### src/rtl/snake_dir_input_if.sv
// Button, strobe and heading signals between the snake core side and the
// direction conditioner.
interface snake_dir_input_if;
  logic       BtnL;
  logic       BtnR;
  logic       BtnU;
  logic       BtnD;
  logic       Tick;
  logic       Init;
  logic       Left;
  logic       Right;
  logic       Up;
  logic       Down;
  logic [1:0] Dir;
  logic       Changed;

  modport master (
    output BtnL, BtnR, BtnU, BtnD, Tick, Init,
    input  Left, Right, Up, Down, Dir, Changed
  );

  modport slave (
    input  BtnL, BtnR, BtnU, BtnD, Tick, Init,
    output Left, Right, Up, Down, Dir, Changed
  );
endinterface

### src/rtl/snake_dir_input.sv
// Direction conditioner: synchronises and debounces four buttons, rejects
// reversals and holds one turn request until the core's next move step.
module snake_dir_input #(
  parameter int DB_COUNT = 500000,
  parameter int CNT_W    = 20
) (
  input  logic             Clk,
  input  logic             Reset,
  snake_dir_input_if.slave bus
);

  localparam logic [1:0] DIR_L = 2'b00;
  localparam logic [1:0] DIR_R = 2'b01;
  localparam logic [1:0] DIR_U = 2'b10;
  localparam logic [1:0] DIR_D = 2'b11;

  localparam logic [1:0] ST_STABLE0 = 2'd0;
  localparam logic [1:0] ST_WAIT1   = 2'd1;
  localparam logic [1:0] ST_STABLE1 = 2'd2;
  localparam logic [1:0] ST_WAIT0   = 2'd3;

  localparam logic [CNT_W-1:0] CNT_LAST = CNT_W'(DB_COUNT - 1);

  // Button vectors are indexed 0=L, 1=R, 2=U, 3=D throughout.
  logic [3:0]       raw;
  logic [3:0]       sync1;
  logic [3:0]       sync2;
  logic [1:0]       db_state [4];
  logic [CNT_W-1:0] db_cnt   [4];
  logic [3:0]       press;

  logic       sel_valid;
  logic [1:0] sel_dir;

  logic [1:0] heading;
  logic [3:0] onehot;
  logic       changed;
  logic       pend_valid;
  logic [1:0] pend_dir;

  logic [1:0] heading_nxt;
  logic [3:0] onehot_nxt;
  logic       changed_nxt;
  logic       pend_valid_nxt;
  logic [1:0] pend_dir_nxt;

  assign raw = {bus.BtnD, bus.BtnU, bus.BtnR, bus.BtnL};

  // NOTE: sequential state always uses non-blocking assignments so every flop
  // samples the pre-edge values of its sources, independent of block order.
  always_ff @(posedge Clk or posedge Reset) begin
    if (Reset) begin
      sync1 <= '0;
      sync2 <= '0;
    end else begin
      sync1 <= raw;
      sync2 <= sync1;
    end
  end

  // Counter restarts on entry to each WAIT state and stops at CNT_LAST, so it cannot wrap.
  always_ff @(posedge Clk or posedge Reset) begin
    if (Reset) begin
      for (int i = 0; i < 4; i++) begin
        db_state[i] <= ST_STABLE0;
        db_cnt[i]   <= '0;
      end
      press <= '0;
    end else begin
      press <= '0;
      for (int i = 0; i < 4; i++) begin
        case (db_state[i])
          ST_STABLE0: begin
            if (sync2[i]) begin
              db_state[i] <= ST_WAIT1;
              db_cnt[i]   <= '0;
            end
          end
          ST_WAIT1: begin
            if (!sync2[i]) begin
              db_state[i] <= ST_STABLE0;
            end else if (db_cnt[i] == CNT_LAST) begin
              db_state[i] <= ST_STABLE1;
              press[i]    <= 1'b1;
            end else begin
              db_cnt[i] <= db_cnt[i] + 1'b1;
            end
          end
          ST_STABLE1: begin
            if (!sync2[i]) begin
              db_state[i] <= ST_WAIT0;
              db_cnt[i]   <= '0;
            end
          end
          default: begin
            if (sync2[i]) begin
              db_state[i] <= ST_STABLE1;
            end else if (db_cnt[i] == CNT_LAST) begin
              db_state[i] <= ST_STABLE0;
            end else begin
              db_cnt[i] <= db_cnt[i] + 1'b1;
            end
          end
        endcase
      end
    end
  end

  // NOTE: every always_comb output gets a default first so no path can infer a latch.
  always_comb begin
    sel_valid = 1'b1;
    sel_dir   = DIR_L;
    if (press[0])      sel_dir = DIR_L;
    else if (press[1]) sel_dir = DIR_R;
    else if (press[2]) sel_dir = DIR_U;
    else if (press[3]) sel_dir = DIR_D;
    else               sel_valid = 1'b0;
  end

  // The press is judged against the heading that will hold after this edge;
  // with this encoding the opposite heading is the low bit inverted.
  always_comb begin
    heading_nxt    = heading;
    pend_valid_nxt = pend_valid;
    pend_dir_nxt   = pend_dir;
    changed_nxt    = 1'b0;
    if (bus.Init) begin
      heading_nxt    = DIR_R;
      pend_valid_nxt = 1'b0;
    end else begin
      if (bus.Tick && pend_valid) begin
        heading_nxt    = pend_dir;
        pend_valid_nxt = 1'b0;
        changed_nxt    = 1'b1;
      end
      if (sel_valid && (sel_dir != heading_nxt) &&
          (sel_dir != (heading_nxt ^ 2'b01))) begin
        pend_valid_nxt = 1'b1;
        pend_dir_nxt   = sel_dir;
      end
    end
    onehot_nxt = 4'b0001 << heading_nxt;
  end

  always_ff @(posedge Clk or posedge Reset) begin
    if (Reset) begin
      heading    <= DIR_R;
      onehot     <= 4'b0010;
      changed    <= 1'b0;
      pend_valid <= 1'b0;
      pend_dir   <= DIR_L;
    end else begin
      heading    <= heading_nxt;
      onehot     <= onehot_nxt;
      changed    <= changed_nxt;
      pend_valid <= pend_valid_nxt;
      pend_dir   <= pend_dir_nxt;
    end
  end

  assign bus.Left    = onehot[0];
  assign bus.Right   = onehot[1];
  assign bus.Up      = onehot[2];
  assign bus.Down    = onehot[3];
  assign bus.Dir     = heading;
  assign bus.Changed = changed;

endmodule

### src/flat_wrapper.sv
// flat-port wrapper written by rule: the top's interface ports become plain ports
module snake_dir_input_flat 
#(
  parameter int DB_COUNT = 500000,
  parameter int CNT_W    = 20
)
  (Clk, Reset, bus_BtnL, bus_BtnR, bus_BtnU, bus_BtnD, bus_Tick, bus_Init, bus_Left, bus_Right, bus_Up, bus_Down, bus_Dir, bus_Changed);
  snake_dir_input_if bus_i ();
  input  logic Clk;
  input  logic Reset;
  input wire logic [$bits(bus_i.BtnL)-1:0] bus_BtnL;
  input wire logic [$bits(bus_i.BtnR)-1:0] bus_BtnR;
  input wire logic [$bits(bus_i.BtnU)-1:0] bus_BtnU;
  input wire logic [$bits(bus_i.BtnD)-1:0] bus_BtnD;
  input wire logic [$bits(bus_i.Tick)-1:0] bus_Tick;
  input wire logic [$bits(bus_i.Init)-1:0] bus_Init;
  output wire logic [$bits(bus_i.Left)-1:0] bus_Left;
  output wire logic [$bits(bus_i.Right)-1:0] bus_Right;
  output wire logic [$bits(bus_i.Up)-1:0] bus_Up;
  output wire logic [$bits(bus_i.Down)-1:0] bus_Down;
  output wire logic [$bits(bus_i.Dir)-1:0] bus_Dir;
  output wire logic [$bits(bus_i.Changed)-1:0] bus_Changed;
  assign bus_i.BtnL = bus_BtnL;
  assign bus_i.BtnR = bus_BtnR;
  assign bus_i.BtnU = bus_BtnU;
  assign bus_i.BtnD = bus_BtnD;
  assign bus_i.Tick = bus_Tick;
  assign bus_i.Init = bus_Init;
  assign bus_Left = bus_i.Left;
  assign bus_Right = bus_i.Right;
  assign bus_Up = bus_i.Up;
  assign bus_Down = bus_i.Down;
  assign bus_Dir = bus_i.Dir;
  assign bus_Changed = bus_i.Changed;
  snake_dir_input #(.DB_COUNT(DB_COUNT), .CNT_W(CNT_W)) u_core (.Clk(Clk), .Reset(Reset), .bus(bus_i));
endmodule
### config.mk
export PLATFORM = sky130hd
export DESIGN_NAME = snake_dir_input_flat
export DESIGN_NICKNAME = d
export VERILOG_FILES = /design/src/rtl/snake_dir_input_if.sv /design/src/rtl/snake_dir_input.sv /design/src/flat_wrapper.sv
export SDC_FILE = /design/constraint.sdc
export NUM_CORES = 1
export LEC_CHECK = 0
export CAP_MARGIN = 20
export CORE_ASPECT_RATIO = 0.6
export CORE_MARGIN = 2
export CORE_UTILIZATION = 30
export DETAILED_ROUTE_END_ITERATION = 12
export SYNTH_ARGS = -nofsm -noshare
export SYNTH_HDL_FRONTEND = slang
export SYNTH_SLANG_ARGS = --single-unit
### constraint.sdc
create_clock -name Clk -period 4 [get_ports Clk]
set_input_delay 0.8 -clock Clk [delete_from_list [all_inputs] [get_ports Clk]]
set_output_delay 0.8 -clock Clk [all_outputs]
set_load 0.005 [all_outputs]
; ---- After elaboration in Yosys (flattened, before gate mapping)
; Index checks and enable logic that the tools add are counted.
[word_totals]
regBits = 110
latch_bits = 0
ramBits = 0
romBits = 0
input_bits = 8
output_inout_bits = 7
memories = 0
[op_classes]
addsub = 4
multipliers = 0
div = 0
order_cmp = 0
eq_ne = 34
shifts = 1
n_mux = 80
bitwise_logic = 2
n_reduce_logical = 21
[op_table]
columns = op, n
row1 = 2-to-1 mux 20 bit, 20
row2 = one-hot mux 20 bit (3 select lines), 4
row3 = adder 20 x 1 -> 20 bit (second input constant), 4
row4 = == test 20 x 19 -> 1 bit (second input constant), 4
row5 = 2-to-1 mux 2 bit, 31
row6 = AND reduction 4 bit, 8
row7 = != test 3 bit (second input constant), 8
row8 = one-hot mux 2 bit (3 select lines), 4
row9 = 2-to-1 mux 1 bit, 21
row10 = != test 2 x 1 -> 1 bit (second input constant), 8
row11 = nonzero test 4 bit, 4
row12 = == test 2 x 1 -> 1 bit (second input constant), 4
row13 = == test 2 bit (second input constant), 4
row14 = logical NOT 2 bit, 4
row15 = != test 2 bit (second input constant), 4
row16 = != test 2 bit, 2
row17 = << shifter 1 x 2 -> 4 bit (first input constant), 1
row18 = logical AND 1 bit, 3
row19 = nonzero test 3 bit, 1
row20 = NOT 1 bit, 2
row21 = AND reduction 2 bit, 1

; ---- Depth between registers and ports, before layout
; Gate-level depths: netlist of the first run.
[logic_depth]
ltp_word = 9
depth_mapped = 9
mapped_depth_nobuf = 7

; ---- Worst setup path before layout of the first run
; OpenSTA, ideal clock, no wires.
[synth_timing]
path_kind = register -> register
start = register u_core.db_state[4] in the netlist's numbering
end = register u_core.db_cnt[56] in the netlist's numbering
arrival_ns = 2.103
required_ns = 3.922
path_slack_ns = 1.820
stages_incl_launch_ff = 9
path_buffers = 1
synth_period_minus_slack_ns = 2.180
path_cell_list = dfrtp_1 > inv_1 > ha_1 > clkbuf_1 > or2_1 > a211oi_2 > nand3_1 > or3_1 > a21oi_1
[synth_via]
elab_chain_cells = 3
[synth_rtl]
columns = element, line_no
row1 = start: declaration, snake_dir_input.sv:28  ; logic [1:0] db_state [4];
row2 = start signal: indexed assignment, snake_dir_input.sv:65  ; db_state[i] <= ST_STABLE0;
row3 = start signal: indexed assignment, snake_dir_input.sv:75  ; db_state[i] <= ST_WAIT1;
row4 = start signal: indexed assignment, snake_dir_input.sv:81  ; db_state[i] <= ST_STABLE0;
row5 = "== test 2 x 1 -> 1 bit, or another cell as far along", snake_dir_input.sv:72  ; case (db_state[i])
row6 = "!= test 3 bit (no line), or another cell as far along", n/a
row7 = AND reduction 4 bit (no line), n/a
row8 = end signal: indexed assignment, snake_dir_input.sv:86  ; db_cnt[i] <= db_cnt[i] + 1'b1;
row9 = end signal: indexed assignment, snake_dir_input.sv:101  ; db_cnt[i] <= db_cnt[i] + 1'b1;
row10 = end: declaration, snake_dir_input.sv:29  ; logic [CNT_W-1:0] db_cnt [4];
; Parallel ways exist; a longest one is shown, timed or not.
; A chain may end at the register's enable or synchronous reset.

; ---- Worst setup path in the final report of the first run
[layout_timing]
start = register u_core.db_state[0] in the netlist's numbering
end = register u_core.db_cnt[2] in the netlist's numbering
; Same word-level chain as after synthesis.

==> results of run 1 <==
## routing by layer
| metal | track usage (%) | up-vias |
|---|---|---|
| met4 | 2.222 | 0 |
| met2 | 16.45 | 116 |
| met5 | 0 | - |
| met1 | 22.57 | 2255 |
| li1 | - | 2350 |
| met3 | 3.861 | 9 |
## worst max-delay path, stage by stage, from the launching register on
cell and delay [ns]:
sky130_fd_sc_hd__dfrtp_1 0.42, sky130_fd_sc_hd__inv_1 0.12, sky130_fd_sc_hd__ha_1 0.28, sky130_fd_sc_hd__or2_2 0.31, sky130_fd_sc_hd__a21oi_1 0.46, sky130_fd_sc_hd__a21o_2 0.40
sky130_fd_sc_hd__nor2_1 0.11, sky130_fd_sc_hd__a311o_1 0.37
## cells by family (layout without fill, tap and decap cells)
logic type | Yosys count | count (layout) | share of synthesized area (%)
simple gates | 291 | 291 | 26.57
compound gates | 134 | 134 | 14.36
flops | 110 | 110 | 46.70
xor+xnor | 33 | 33 | 4.899
buf+inv | 32 | 50 | 2.248
fa+ha+maj | 16 | 16 | 3.393
mux | 10 | 10 | 1.824
## final timing paths
check / start / slack, ns / to / depth (start not counted)
setup / recovery: u_core.db_state[0] / 1.41 / u_core.db_cnt[2] / 7
hold / removal: u_core.sync1[2] / 0.35 / u_core.sync2[2] / 0
setup reg to reg: u_core.db_state[0] / 1.41 / u_core.db_cnt[2] / 7
hold reg to reg: u_core.sync1[2] / 0.35 / u_core.sync2[2] / 0
max in group asynchronous: Reset / 2.30 / u_core.sync2[0] / 3
min in group asynchronous: Reset / 0.87 / u_core.sync1[1] / 2
## sequential cells by signal, summed over array words and instances (netlist names), named ones only
register	cells
u_core.press	4
u_core.sync2	4
u_core.bus.Dir	2
u_core.bus.Changed	1
u_core.pend_dir	2
u_core.sync1	4
u_core.pend_valid	1
u_core.db_state	4
u_core.onehot	4
u_core.db_cnt	80
## layout make-up
type	instances	share of cell area, %
clock buffer	10	3.597
clock inverter	6	1.036
inverter	15	0.8851
multi-input combinational	484	45.33
sequential	110	41.47
tap	266	5.009
timing repair buffer	19	2.674
## cell usage after synthesis (14+ instances only)
library cell and count:
sky130_fd_sc_hd__ha_1 16, sky130_fd_sc_hd__xnor2_1 14, sky130_fd_sc_hd__nand3_1 37, sky130_fd_sc_hd__a21oi_1 36
sky130_fd_sc_hd__nand2_1 43, sky130_fd_sc_hd__inv_1 15, sky130_fd_sc_hd__nor2_1 71, sky130_fd_sc_hd__or3_1 14
sky130_fd_sc_hd__nor3_1 26, sky130_fd_sc_hd__xor2_1 19, sky130_fd_sc_hd__and3_1 14, sky130_fd_sc_hd__o21ai_0 33
sky130_fd_sc_hd__nand4_1 25, sky130_fd_sc_hd__dfrtp_1 108
## per-stage QoR
step	cell area [µm²]	cells	utilization, %	total power [W]
2_1_floorplan	5899	626	-	0.002238
3_3_place_gp	6329	893	33.08	0.002498
3_5_place_dp	6329	893	33.08	0.002501
4_1_cts	6636	909	34.69	0.003455
5_1_grt	6644	910	34.73	0.003696
6_report	6644	910	34.73	0.003438
## power by group
group / total, W / switching [W] / internal, W
sequential: 0.00133 / 0.000115 / 0.00121
clock: 0.000940 / 0.000431 / 0.000508
combinational: 0.00117 / 0.000786 / 0.000387
total: 0.00344 / 0.00133 / 0.00211
==> impl_metrics.prom, run 1 <==
# TYPE chip_impl_metric gauge
chip_impl_metric{name="layout.area.seq",unit="µm²"} 2755
chip_impl_metric{name="max_slew_margin",unit="%"} 42.09
chip_impl_metric{name="die_height",unit="µm"} 112.6
chip_impl_metric{name="period_minus_slack",unit="ns"} 2.589
chip_impl_metric{name="clock_sink_count",unit=""} 110
chip_impl_metric{name="netlist-cell-type-count",unit=""} 67
chip_impl_info{name="yosysTopAreaCell",value="sky130_fd_sc_hd__dfrtp_1"} 1
chip_impl_info{name="final_cell_mix",value="108 x sky130_fd_sc_hd__dfrtp_1, 71 x sky130_fd_sc_hd__nor2_1, 43 x sky130_fd_sc_hd__nand2_1"} 1
chip_impl_metric{name="fmax",unit="MHz"} 386.3
chip_impl_metric{name="seq_area_frac_synth",unit="%"} 46.70
chip_impl_metric{name="multiInputGateArea",unit="µm²"} 3012
chip_impl_metric{name="tritoncts.num_buffers",unit=""} 9
chip_impl_metric{name="power.static_leakage",unit="nW"} 2.744
chip_impl_metric{name="worst_slew_pin_slew",unit="ns"} 0.8655
chip_impl_info{name="hold_class",value="flop to flop"} 1
chip_impl_metric{name="yosys_register_bits",unit=""} 110
chip_impl_info{name="critPathKind",value="flop to flop"} 1
chip_impl_metric{name="synthesis.area_per_instance",unit="µm²"} 9.424
chip_impl_metric{name="dr_wl_met3",unit="µm"} 720
chip_impl_metric{name="numPortBuffers",unit=""} 14
chip_impl_metric{name="final-max-slew-violation-count",unit=""} 0
chip_impl_metric{name="cts_hold_repair.buffers",unit=""} 0
chip_impl_metric{name="drt_first_iter_violations",unit=""} 344
chip_impl_metric{name="async_flop_share",unit="%"} 100.0
chip_impl_metric{name="worst-path-max-fanout",unit=""} 25
chip_impl_metric{name="grt_pass1_wl",unit="mm"} 22.32
chip_impl_info{name="tritoncts_clock_tree",value="built"} 1
chip_impl_metric{name="finalSetupViolations",unit=""} 0
chip_impl_metric{name="period_share",unit="%"} 64.72
chip_impl_metric{name="cts-root-to-sink-buffers",unit=""} 2
chip_impl_metric{name="worst_slack",unit="ns"} 1.411
chip_impl_info{name="synth_top_flop_cell",value="sky130_fd_sc_hd__dfrtp_1"} 1
chip_impl_metric{name="post_synthesis_cells",unit=""} 626
chip_impl_metric{name="power_density",unit="nW/µm²"} 517.5
chip_impl_metric{name="maximum_capacitance_violations",unit=""} 0
chip_impl_info{name="final_common_cell",value="sky130_fd_sc_hd__dfrtp_1"} 1
chip_impl_info{name="cp-end-kind",value="flop"} 1
chip_impl_metric{name="via_count_of_the_first_global_routing_pass",unit=""} 4183
chip_impl_metric{name="clk_pin_slew",unit="ns"} 0.08
chip_impl_metric{name="cts_repair_resize_count",unit=""} 0
chip_impl_info{name="worst_setup_path_start_kind",value="flop"} 1
chip_impl_metric{name="total_global_routing_track_utilization",unit="%"} 13.45
chip_impl_metric{name="die_width",unit="µm"} 185.0
chip_impl_metric{name="totalNegativeSetupSlack",unit="ns"} 0
chip_impl_metric{name="global_route.overflow_total",unit=""} 0
chip_impl_metric{name="n_antenna_cell",unit=""} 0
chip_impl_metric{name="ios",unit=""} 15
chip_impl_metric{name="avgRoutedWirePerCell",unit="µm"} 14.36
chip_impl_metric{name="drc",unit=""} 0
chip_impl_info{name="result_of_the_run",value="finished, final reports clean"} 1
chip_impl_metric{name="met2_layer_wire_length_in_the_routed_design",unit="mm"} 4.897
chip_impl_metric{name="clk-insertion-delay-late",unit="ns"} 0.36
chip_impl_metric{name="fillerInstances",unit=""} 1967
chip_impl_metric{name="placementRows",unit=""} 39
chip_impl_metric{name="postCtsSetupRepairBufs",unit=""} 0
chip_impl_metric{name="finish.net_count",unit=""} 663
chip_impl_info{name="cts-root-buf",value="sky130_fd_sc_hd__clkbuf_16"} 1
chip_impl_metric{name="design.die.area",unit="µm²"} 20840
chip_impl_metric{name="grt_antenna_before_repair",unit=""} 0
chip_impl_metric{name="synth_edf_count",unit=""} 0
chip_impl_metric{name="vias_per_cell",unit=""} 5.198
chip_impl_info{name="maxUsedRoutingLayer",value="met4"} 1
chip_impl_metric{name="cts-htree-levels",unit=""} 3
chip_impl_info{name="rsz0062_at_grt",value="false"} 1
chip_impl_metric{name="route.final.wire_length",unit="mm"} 13.07
chip_impl_metric{name="drt-met1-wl",unit="mm"} 7.378
chip_impl_info{name="synthTopCellsByArea",value="sky130_fd_sc_hd__dfrtp_1 46%, sky130_fd_sc_hd__nor2_1 4.5%, sky130_fd_sc_hd__ha_1 3.4%, sky130_fd_sc_hd__nand3_1 3.1%, sky130_fd_sc_hd__a21oi_1 3.1%"} 1
chip_impl_metric{name="areaGrowthSynthToFinish",unit="%"} 12.62
chip_impl_metric{name="detail-route-antenna-nets",unit=""} 0
chip_impl_metric{name="worstPathRequired",unit="ns"} 4.23
chip_impl_metric{name="layout-drive-gt1-share",unit="%"} 6.677
chip_impl_metric{name="synth.net_count",unit=""} 650
chip_impl_metric{name="num_vias",unit=""} 4730
chip_impl_metric{name="dp.final_hpwl",unit="mm"} 9.264
chip_impl_metric{name="netlist_area",unit="µm²"} 5899
chip_impl_metric{name="detail_route.first_pass.iterations",unit=""} 4
chip_impl_metric{name="synth_warnings",unit=""} 0
chip_impl_metric{name="synth_top_area_share",unit="%"} 45.81
chip_impl_metric{name="finClkSkew",unit="ns"} 0.01124
chip_impl_metric{name="grt_max_degree",unit=""} 49
chip_impl_metric{name="initial_utilization",unit="%"} 30.84
chip_impl_metric{name="arrival",unit="ns"} 2.82
chip_impl_metric{name="gp_congestion",unit=""} 0.8022
chip_impl_metric{name="power.ir.vdd_worst",unit="µV"} 233.5
chip_impl_metric{name="hold-worst-slack",unit="ns"} 0.3469
chip_impl_metric{name="detailedPlace.worstSlack",unit="ns"} 1.323
chip_impl_metric{name="hold_viol",unit=""} 0
chip_impl_metric{name="core_area",unit="µm²"} 19130
No activity file was read; power rests on OpenSTA's default activity.
==> inputs of run 2 (changes only) <==
==> constraint.sdc (replaced) <==
create_clock -name Clk -period 2.2 [get_ports Clk]
set_input_delay 0.44 -clock Clk [delete_from_list [all_inputs] [get_ports Clk]]
set_output_delay 0.44 -clock Clk [all_outputs]
set_load 0.005 [all_outputs]
==> impl_metrics.prom, run 2 (synthesis results as in run 1) <==
# TYPE chip_impl_metric gauge
chip_impl_info{name="result_of_the_run",value="finished, final reports clean"} 1
chip_impl_metric{name="total_global_routing_track_utilization",unit="%"} 14.30
chip_impl_metric{name="drc",unit=""} 0
chip_impl_metric{name="die_width",unit="µm"} 185.0
chip_impl_metric{name="global_route.overflow_total",unit=""} 0
chip_impl_metric{name="grt_max_degree",unit=""} 63
chip_impl_metric{name="drt_first_iter_violations",unit=""} 420
chip_impl_metric{name="detail-route-antenna-nets",unit=""} 0
chip_impl_metric{name="finalNonFillerCells",unit=""} 978
chip_impl_metric{name="arrival",unit="ns"} 2.38
chip_impl_metric{name="core_area",unit="µm²"} 19130
chip_impl_metric{name="regToRegSetupSlack",unit="ns"} 0.07
chip_impl_metric{name="power.static_leakage",unit="nW"} 3.108
chip_impl_metric{name="worst_slew_pin_slew",unit="ns"} 0.5411
chip_impl_info{name="register_ranked_first_by_flip_flop_count",value="u_core.db_cnt"} 1
chip_impl_metric{name="route.final.wire_length",unit="mm"} 14.11
chip_impl_metric{name="dp.final_hpwl",unit="mm"} 10.09
chip_impl_metric{name="worstRegToRegCells",unit=""} 6
chip_impl_metric{name="finalSetupViolations",unit=""} 0
chip_impl_info{name="hold_class",value="flop to flop"} 1
chip_impl_metric{name="fillerInstances",unit=""} 1933
chip_impl_metric{name="worstPathRequired",unit="ns"} 2.45
chip_impl_metric{name="cell_count_post_placement",unit=""} 959
chip_impl_metric{name="layout-drive-gt1-share",unit="%"} 19.38
chip_impl_metric{name="cts-root-to-sink-buffers",unit=""} 2
chip_impl_info{name="final_common_cell",value="sky130_fd_sc_hd__dfrtp_1"} 1
chip_impl_metric{name="design.die.area",unit="µm²"} 20840
chip_impl_metric{name="power_density",unit="nW/µm²"} 936.7
chip_impl_metric{name="avgRoutedWirePerCell",unit="µm"} 14.42
chip_impl_info{name="worst_r2r_startpoint",value="u_core.db_cnt[72]"} 1
chip_impl_metric{name="gp_congestion",unit=""} 0.8291
chip_impl_metric{name="detailedPlace.worstSlack",unit="ns"} 0.02985
chip_impl_metric{name="worst-path-max-fanout",unit=""} 3
chip_impl_info{name="critPathKind",value="flop to flop"} 1
chip_impl_metric{name="cts-htree-levels",unit=""} 3
chip_impl_metric{name="areaGrowthSynthToFinish",unit="%"} 23.69
chip_impl_metric{name="power",unit="W"} 0.006835
chip_impl_metric{name="worst_slack",unit="ns"} 0.06759
chip_impl_info{name="final_cell_mix",value="108 x sky130_fd_sc_hd__dfrtp_1, 70 x sky130_fd_sc_hd__nor2_1, 70 x sky130_fd_sc_hd__buf_4"} 1
chip_impl_metric{name="power.ir.vdd_worst",unit="µV"} 407.8
chip_impl_metric{name="postLayoutCoreUtil",unit="%"} 38.15
chip_impl_info{name="hp-start",value="u_core.sync1[2]"} 1
chip_impl_info{name="rsz0062_at_grt",value="true"} 1
chip_impl_metric{name="ios",unit=""} 15
chip_impl_metric{name="period_share",unit="%"} 96.93
chip_impl_metric{name="via_count_of_the_first_global_routing_pass",unit=""} 4630
chip_impl_info{name="crit_path_start",value="u_core.db_cnt[72]"} 1
chip_impl_metric{name="tritoncts.num_buffers",unit=""} 9
chip_impl_metric{name="max_slew_margin",unit="%"} 63.46
chip_impl_metric{name="clk_pin_slew",unit="ns"} 0.08
chip_impl_metric{name="initial_utilization",unit="%"} 30.84
chip_impl_metric{name="number_of_flip_flops_in_the_largest_register",unit=""} 80
chip_impl_info{name="worst_setup_path_start_kind",value="flop"} 1
chip_impl_metric{name="finish.net_count",unit=""} 731
chip_impl_metric{name="numPortBuffers",unit=""} 14
chip_impl_metric{name="die_height",unit="µm"} 112.6
chip_impl_metric{name="placementRows",unit=""} 39
chip_impl_metric{name="num_vias",unit=""} 5031
chip_impl_info{name="cts-root-buf",value="sky130_fd_sc_hd__clkbuf_16"} 1
chip_impl_metric{name="hold_viol",unit=""} 0
chip_impl_info{name="cp-end-kind",value="flop"} 1
chip_impl_metric{name="grt_antenna_before_repair",unit=""} 0
chip_impl_metric{name="detail_route.first_pass.iterations",unit=""} 5
chip_impl_metric{name="grt_pass1_wl",unit="mm"} 23.98
chip_impl_metric{name="finClkSkew",unit="ns"} 0.01028
chip_impl_metric{name="vias_per_cell",unit=""} 5.144
chip_impl_info{name="tritoncts_clock_tree",value="built"} 1
chip_impl_metric{name="clock_sink_count",unit=""} 110
chip_impl_metric{name="cts_hold_repair.buffers",unit=""} 0
chip_impl_metric{name="period_minus_slack",unit="ns"} 2.132
chip_impl_metric{name="final-max-slew-violation-count",unit=""} 0
chip_impl_metric{name="n_antenna_cell",unit=""} 0
chip_impl_metric{name="maximum_capacitance_violations",unit=""} 0
chip_impl_metric{name="fmax",unit="MHz"} 469.0
chip_impl_metric{name="clk-insertion-delay-late",unit="ns"} 0.36
run 2: cell types whose count changed in the layout (fill, tap and decap cells not counted), sizes merged:
cell / change
buf: +68
inv: -3
clkinvlp: +2
clkinv: +1
run 2: how the worst min path moves through the flow:
stage	slack (ns)	cells past startpoint	endpoint
after global routing	0.36	0	u_core.sync2[2]
after floorplan	0.33	0	u_core.sync2[0]
final	0.35	0	u_core.sync2[2]
after CTS	0.36	0	u_core.sync2[2]
after detailed placement	0.34	0	u_core.sync2[2]
after global placement	0.33	0	u_core.sync2[3]
run 2: critical path, stage by stage, from the launching register on:
cell and delay (ns):
sky130_fd_sc_hd__dfrtp_1 0.38, sky130_fd_sc_hd__or4_1 0.51, sky130_fd_sc_hd__or4_4 0.43, sky130_fd_sc_hd__buf_4 0.16
sky130_fd_sc_hd__o21ai_4 0.13, sky130_fd_sc_hd__nand3_1 0.10, sky130_fd_sc_hd__mux2_1 0.31
run 2: area by class of cell:
class / count / area [µm²] / area share, %
Multi-Input combinational cell: 484 / 3122 / 42.78
Sequential cell: 110 / 2755 / 37.76
Timing Repair Buffer: 87 / 716.9 / 9.825
Tap cell: 266 / 332.8 / 4.561
Clock buffer: 10 / 239.0 / 3.275
Clock inverter: 6 / 71.32 / 0.9774
Inverter: 15 / 60.06 / 0.8230
run 2: report_power, final:
part | internal [W] | switching, W | leakage [nW]
sequential | 0.00220 | 0.000177 | 1.48
clock | 0.000921 | 0.000800 | 0.145
combinational | 0.00109 | 0.00164 | 1.48
total | 0.00422 | 0.00262 | 3.11
run 2: repair_timing:
action | CTS | global route
endpoints found under the setup margin | 0 | 32
hold endpoints to repair | 0 | 0
setup buffers | 0 | 3
resized for setup | 0 | 31
run 2: metal layers:
layer  share of wire [%]  global-route usage [%]
met3                 5.5                   3.731
met5                   0                       0
met4                0.59                   2.963
met1                  56                   23.54
met2                  38                   18.00
run 2: stage by stage:
stage / setup TNS (ns) / instance area [µm²] / hold slack (ns)
CTS: 0 / 7161 / 0.3560
finish: 0 / 7297 / 0.3533
global route: -0.1993 / 7297 / 0.3567
floorplan: 0 / 5903 / 0.3312
detailed placement: 0 / 6850 / 0.3372
global placement: 0 / 6850 / 0.3331
==> inputs of run 3 (changes only) <==
--- a/config.mk
+++ b/config.mk
@@ -5,6 +5,7 @@
 export SDC_FILE = /design/constraint.sdc
 export NUM_CORES = 1
 export LEC_CHECK = 0
+export ABC_AREA = 1
 export CAP_MARGIN = 20
 export CORE_ASPECT_RATIO = 0.6
 export CORE_MARGIN = 2
==> impl_metrics.prom, run 3 <==
# TYPE chip_impl_metric gauge
chip_impl_info{name="result_of_the_run",value="finished, final reports clean"} 1
chip_impl_metric{name="fmax",unit="MHz"} 525.0
chip_impl_metric{name="grt_max_degree",unit=""} 39
chip_impl_info{name="critPathKind",value="flop to flop"} 1
chip_impl_metric{name="gp_congestion",unit=""} 0.9181
chip_impl_metric{name="async_flop_share",unit="%"} 100.0
chip_impl_metric{name="netlist_area",unit="µm²"} 6698
chip_impl_metric{name="cts_hold_repair.buffers",unit=""} 0
chip_impl_info{name="worstHoldEndpoint",value="u_core.sync2[0]"} 1
chip_impl_metric{name="n_antenna_cell",unit=""} 0
chip_impl_metric{name="grt_pass1_wl",unit="mm"} 26.22
chip_impl_metric{name="final-max-slew-violation-count",unit=""} 0
chip_impl_info{name="yosys.cell_count.top_type",value="sky130_fd_sc_hd__nand2_1"} 1
chip_impl_metric{name="initial_utilization",unit="%"} 30.49
chip_impl_metric{name="dr_wl_met3",unit="µm"} 890
chip_impl_info{name="yosys-top-cells-count",value="316 x sky130_fd_sc_hd__nand2_1, 136 x sky130_fd_sc_hd__nor2_1, 108 x sky130_fd_sc_hd__dfrtp_1"} 1
chip_impl_info{name="synth_top_flop_cell",value="sky130_fd_sc_hd__dfrtp_1"} 1
chip_impl_info{name="worst_setup_path_start_kind",value="flop"} 1
chip_impl_info{name="hold_class",value="flop to flop"} 1
chip_impl_metric{name="num_vias",unit=""} 5871
chip_impl_metric{name="design.die.area",unit="µm²"} 23580
chip_impl_metric{name="worstPathRequired",unit="ns"} 2.43
chip_impl_info{name="register_ranked_first_by_flip_flop_count",value="u_core.db_cnt"} 1
chip_impl_metric{name="number_of_flip_flops_in_the_largest_register",unit=""} 80
chip_impl_metric{name="detail-route-antenna-nets",unit=""} 0
chip_impl_metric{name="total_global_routing_track_utilization",unit="%"} 13.85
chip_impl_metric{name="die_width",unit="µm"} 196.9
chip_impl_metric{name="cell_count_post_placement",unit=""} 1253
chip_impl_info{name="synthTopCellsByArea",value="sky130_fd_sc_hd__dfrtp_1 40%, sky130_fd_sc_hd__nand2_1 18%, sky130_fd_sc_hd__nor2_1 7.6%, sky130_fd_sc_hd__nand3_1 6.1%, sky130_fd_sc_hd__xor2_1 5.4%"} 1
chip_impl_metric{name="synth_warnings",unit=""} 0
chip_impl_metric{name="core_area",unit="µm²"} 21970
chip_impl_info{name="maxUsedRoutingLayer",value="met4"} 1
chip_impl_info{name="yosysTopAreaCell",value="sky130_fd_sc_hd__dfrtp_1"} 1
chip_impl_metric{name="numPortBuffers",unit=""} 14
chip_impl_metric{name="met2_layer_wire_length_in_the_routed_design",unit="mm"} 5.499
chip_impl_metric{name="layout-drive-gt1-share",unit="%"} 5.493
chip_impl_metric{name="finalNonFillerCells",unit=""} 1269
chip_impl_info{name="worst_r2r_startpoint",value="u_core.db_cnt[20]"} 1
chip_impl_metric{name="layout.area.seq",unit="µm²"} 2755
chip_impl_metric{name="vias_per_cell",unit=""} 4.626
chip_impl_metric{name="areaGrowthSynthToFinish",unit="%"} 12.98
chip_impl_metric{name="synth_edf_count",unit=""} 0
chip_impl_metric{name="netlist-cell-type-count",unit=""} 31
chip_impl_metric{name="synthesis.area_per_instance",unit="µm²"} 7.050
chip_impl_metric{name="yosys_register_bits",unit=""} 110
chip_impl_metric{name="dp.final_hpwl",unit="mm"} 11.45
chip_impl_metric{name="finish.net_count",unit=""} 1002
chip_impl_metric{name="drt_first_iter_violations",unit=""} 489
chip_impl_metric{name="fillerInstances",unit=""} 2313
chip_impl_info{name="final_common_cell",value="sky130_fd_sc_hd__nand2_1"} 1
chip_impl_metric{name="finalSetupViolations",unit=""} 0
chip_impl_metric{name="detail_route.first_pass.iterations",unit=""} 5
chip_impl_metric{name="ios",unit=""} 15
chip_impl_info{name="final_cell_mix",value="316 x sky130_fd_sc_hd__nand2_1, 136 x sky130_fd_sc_hd__nor2_1, 108 x sky130_fd_sc_hd__dfrtp_1"} 1
chip_impl_metric{name="cts-root-to-sink-buffers",unit=""} 2
chip_impl_metric{name="hold_depth",unit=""} 0
chip_impl_metric{name="clk_pin_slew",unit="ns"} 0.08
chip_impl_metric{name="worst-path-max-fanout",unit=""} 25
chip_impl_metric{name="maximum_capacitance_violations",unit=""} 0
chip_impl_info{name="cts-root-buf",value="sky130_fd_sc_hd__clkbuf_16"} 1
chip_impl_metric{name="drc",unit=""} 0
chip_impl_metric{name="post_synthesis_cells",unit=""} 950
chip_impl_metric{name="power_density",unit="nW/µm²"} 830.1
chip_impl_metric{name="seq_area_frac_synth",unit="%"} 41.14
chip_impl_metric{name="totalNegativeSetupSlack",unit="ns"} 0
chip_impl_metric{name="placementRows",unit=""} 42
chip_impl_metric{name="period_share",unit="%"} 86.58
chip_impl_metric{name="synth_top_area_share",unit="%"} 40.35
chip_impl_metric{name="regToRegSetupSlack",unit="ns"} 0.30
chip_impl_metric{name="max_slew_margin",unit="%"} 66.95
chip_impl_info{name="tritoncts_clock_tree",value="built"} 1
chip_impl_metric{name="finClkSkew",unit="ns"} 0.007427
chip_impl_info{name="hp-start",value="u_core.sync1[0]"} 1
chip_impl_metric{name="worst_slew_pin_slew",unit="ns"} 0.4947
chip_impl_metric{name="clk-insertion-delay-late",unit="ns"} 0.37
chip_impl_metric{name="multiInputGateArea",unit="µm²"} 3512
chip_impl_info{name="rsz0062_at_grt",value="false"} 1
chip_impl_metric{name="avgRoutedWirePerCell",unit="µm"} 12.14
chip_impl_metric{name="postCtsSetupRepairBufs",unit=""} 0
chip_impl_metric{name="power.static_leakage",unit="nW"} 3.140
chip_impl_metric{name="drt-met1-wl",unit="mm"} 8.905
chip_impl_metric{name="power.ir.vdd_worst",unit="µV"} 378.6
chip_impl_metric{name="die_height",unit="µm"} 119.7
chip_impl_metric{name="cts-htree-levels",unit=""} 3
chip_impl_info{name="worst_reg2reg_endpoint",value="u_core.db_cnt[38]"} 1
chip_impl_metric{name="synth.net_count",unit=""} 974
chip_impl_metric{name="tritoncts.num_buffers",unit=""} 9
chip_impl_metric{name="period_minus_slack",unit="ns"} 1.905
chip_impl_metric{name="clock_sink_count",unit=""} 110
chip_impl_metric{name="grt_antenna_before_repair",unit=""} 0
chip_impl_metric{name="hold_viol",unit=""} 0
chip_impl_metric{name="cts_repair_resize_count",unit=""} 0
chip_impl_metric{name="route.final.wire_length",unit="mm"} 15.41
chip_impl_info{name="cp-end-kind",value="flop"} 1
chip_impl_metric{name="worstRegToRegCells",unit=""} 6
chip_impl_metric{name="global_route.overflow_total",unit=""} 0
chip_impl_metric{name="via_count_of_the_first_global_routing_pass",unit=""} 5143
chip_impl_metric{name="arrival",unit="ns"} 2.13
==> run 3: layout make-up <==
type	instances	share of cell area [%]
timing repair buffer	33	4.233
multi-input combinational	741	46.41
clock buffer	9	2.976
inverter	83	4.167
clock inverter	7	1.075
tap	286	4.729
sequential	110	36.41
==> run 3: kinds of logic after synthesis <==
logic type	share of synthesized area [%]
flip-flops	41.14
adder cells (fa/ha/maj)	2.989
AND/OR/NAND/NOR	36.28
multiplexers	0.1495
XOR/XNOR	5.884
AO/OA/AOI/OAI	7.136
buffers and inverters	6.426
==> run 3: critical path: stages, from the launching register on <==
cell and delay, ns:
sky130_fd_sc_hd__dfrtp_1 0.43, sky130_fd_sc_hd__ha_1 0.33, sky130_fd_sc_hd__nand3_2 0.17, sky130_fd_sc_hd__nor2_1 0.17, sky130_fd_sc_hd__nand4_1 0.13, sky130_fd_sc_hd__nand2_2 0.37, sky130_fd_sc_hd__o21ai_0 0.17
==> run 3: routing by layer <==
layer  track usage, %  vias up
li1                 -     3088
met1            22.40     2647
met2            17.56      124
met3            3.794       12
met4            3.102        0
met5                0        -
==> run 3: worst max path at each step <==
stage | start | endpoint | slack (ns) | cells past startpoint
global placement | u_core.db_state[0] | u_core.db_cnt[13] | 0.34 | 7
finish | u_core.db_cnt[20] | u_core.db_cnt[38] | 0.30 | 6
detailed placement | u_core.db_cnt[20] | u_core.db_cnt[38] | 0.31 | 6
CTS | u_core.db_cnt[20] | u_core.db_cnt[38] | 0.30 | 6
floorplan | Reset | async pin | 0.43 | 1
global route | u_core.db_state[0] | u_core.db_cnt[13] | 0.11 | 7
==> run 3: through the flow <==
step / worst slack [ns] / util [%] / hold WS (ns) / power [W] / instance area, µm²
5_1_grt: 0.1074 / 34.45 / 0.3671 / 0.006776 / 7567
3_3_place_gp: 0.3365 / 33.05 / 0.3346 / 0.004571 / 7261
2_1_floorplan: 0.4322 / - / 0.3312 / 0.004005 / 6701
6_report: 0.2952 / 34.45 / 0.3565 / 0.006282 / 7567
3_5_place_dp: 0.3122 / 33.05 / 0.3403 / 0.004583 / 7261
4_1_cts: 0.2988 / 34.45 / 0.3615 / 0.006375 / 7567
==> run 3: power breakdown <==
| group | leakage [nW] | switching (W) | internal [W] |
|---|---|---|---|
| Clock | 0.152 | 0.000829 | 0.000903 |
| Combinational | 1.50 | 0.00148 | 0.000684 |
| Sequential | 1.49 | 0.000198 | 0.00219 |
| Total | 3.14 | 0.00251 | 0.00377 |
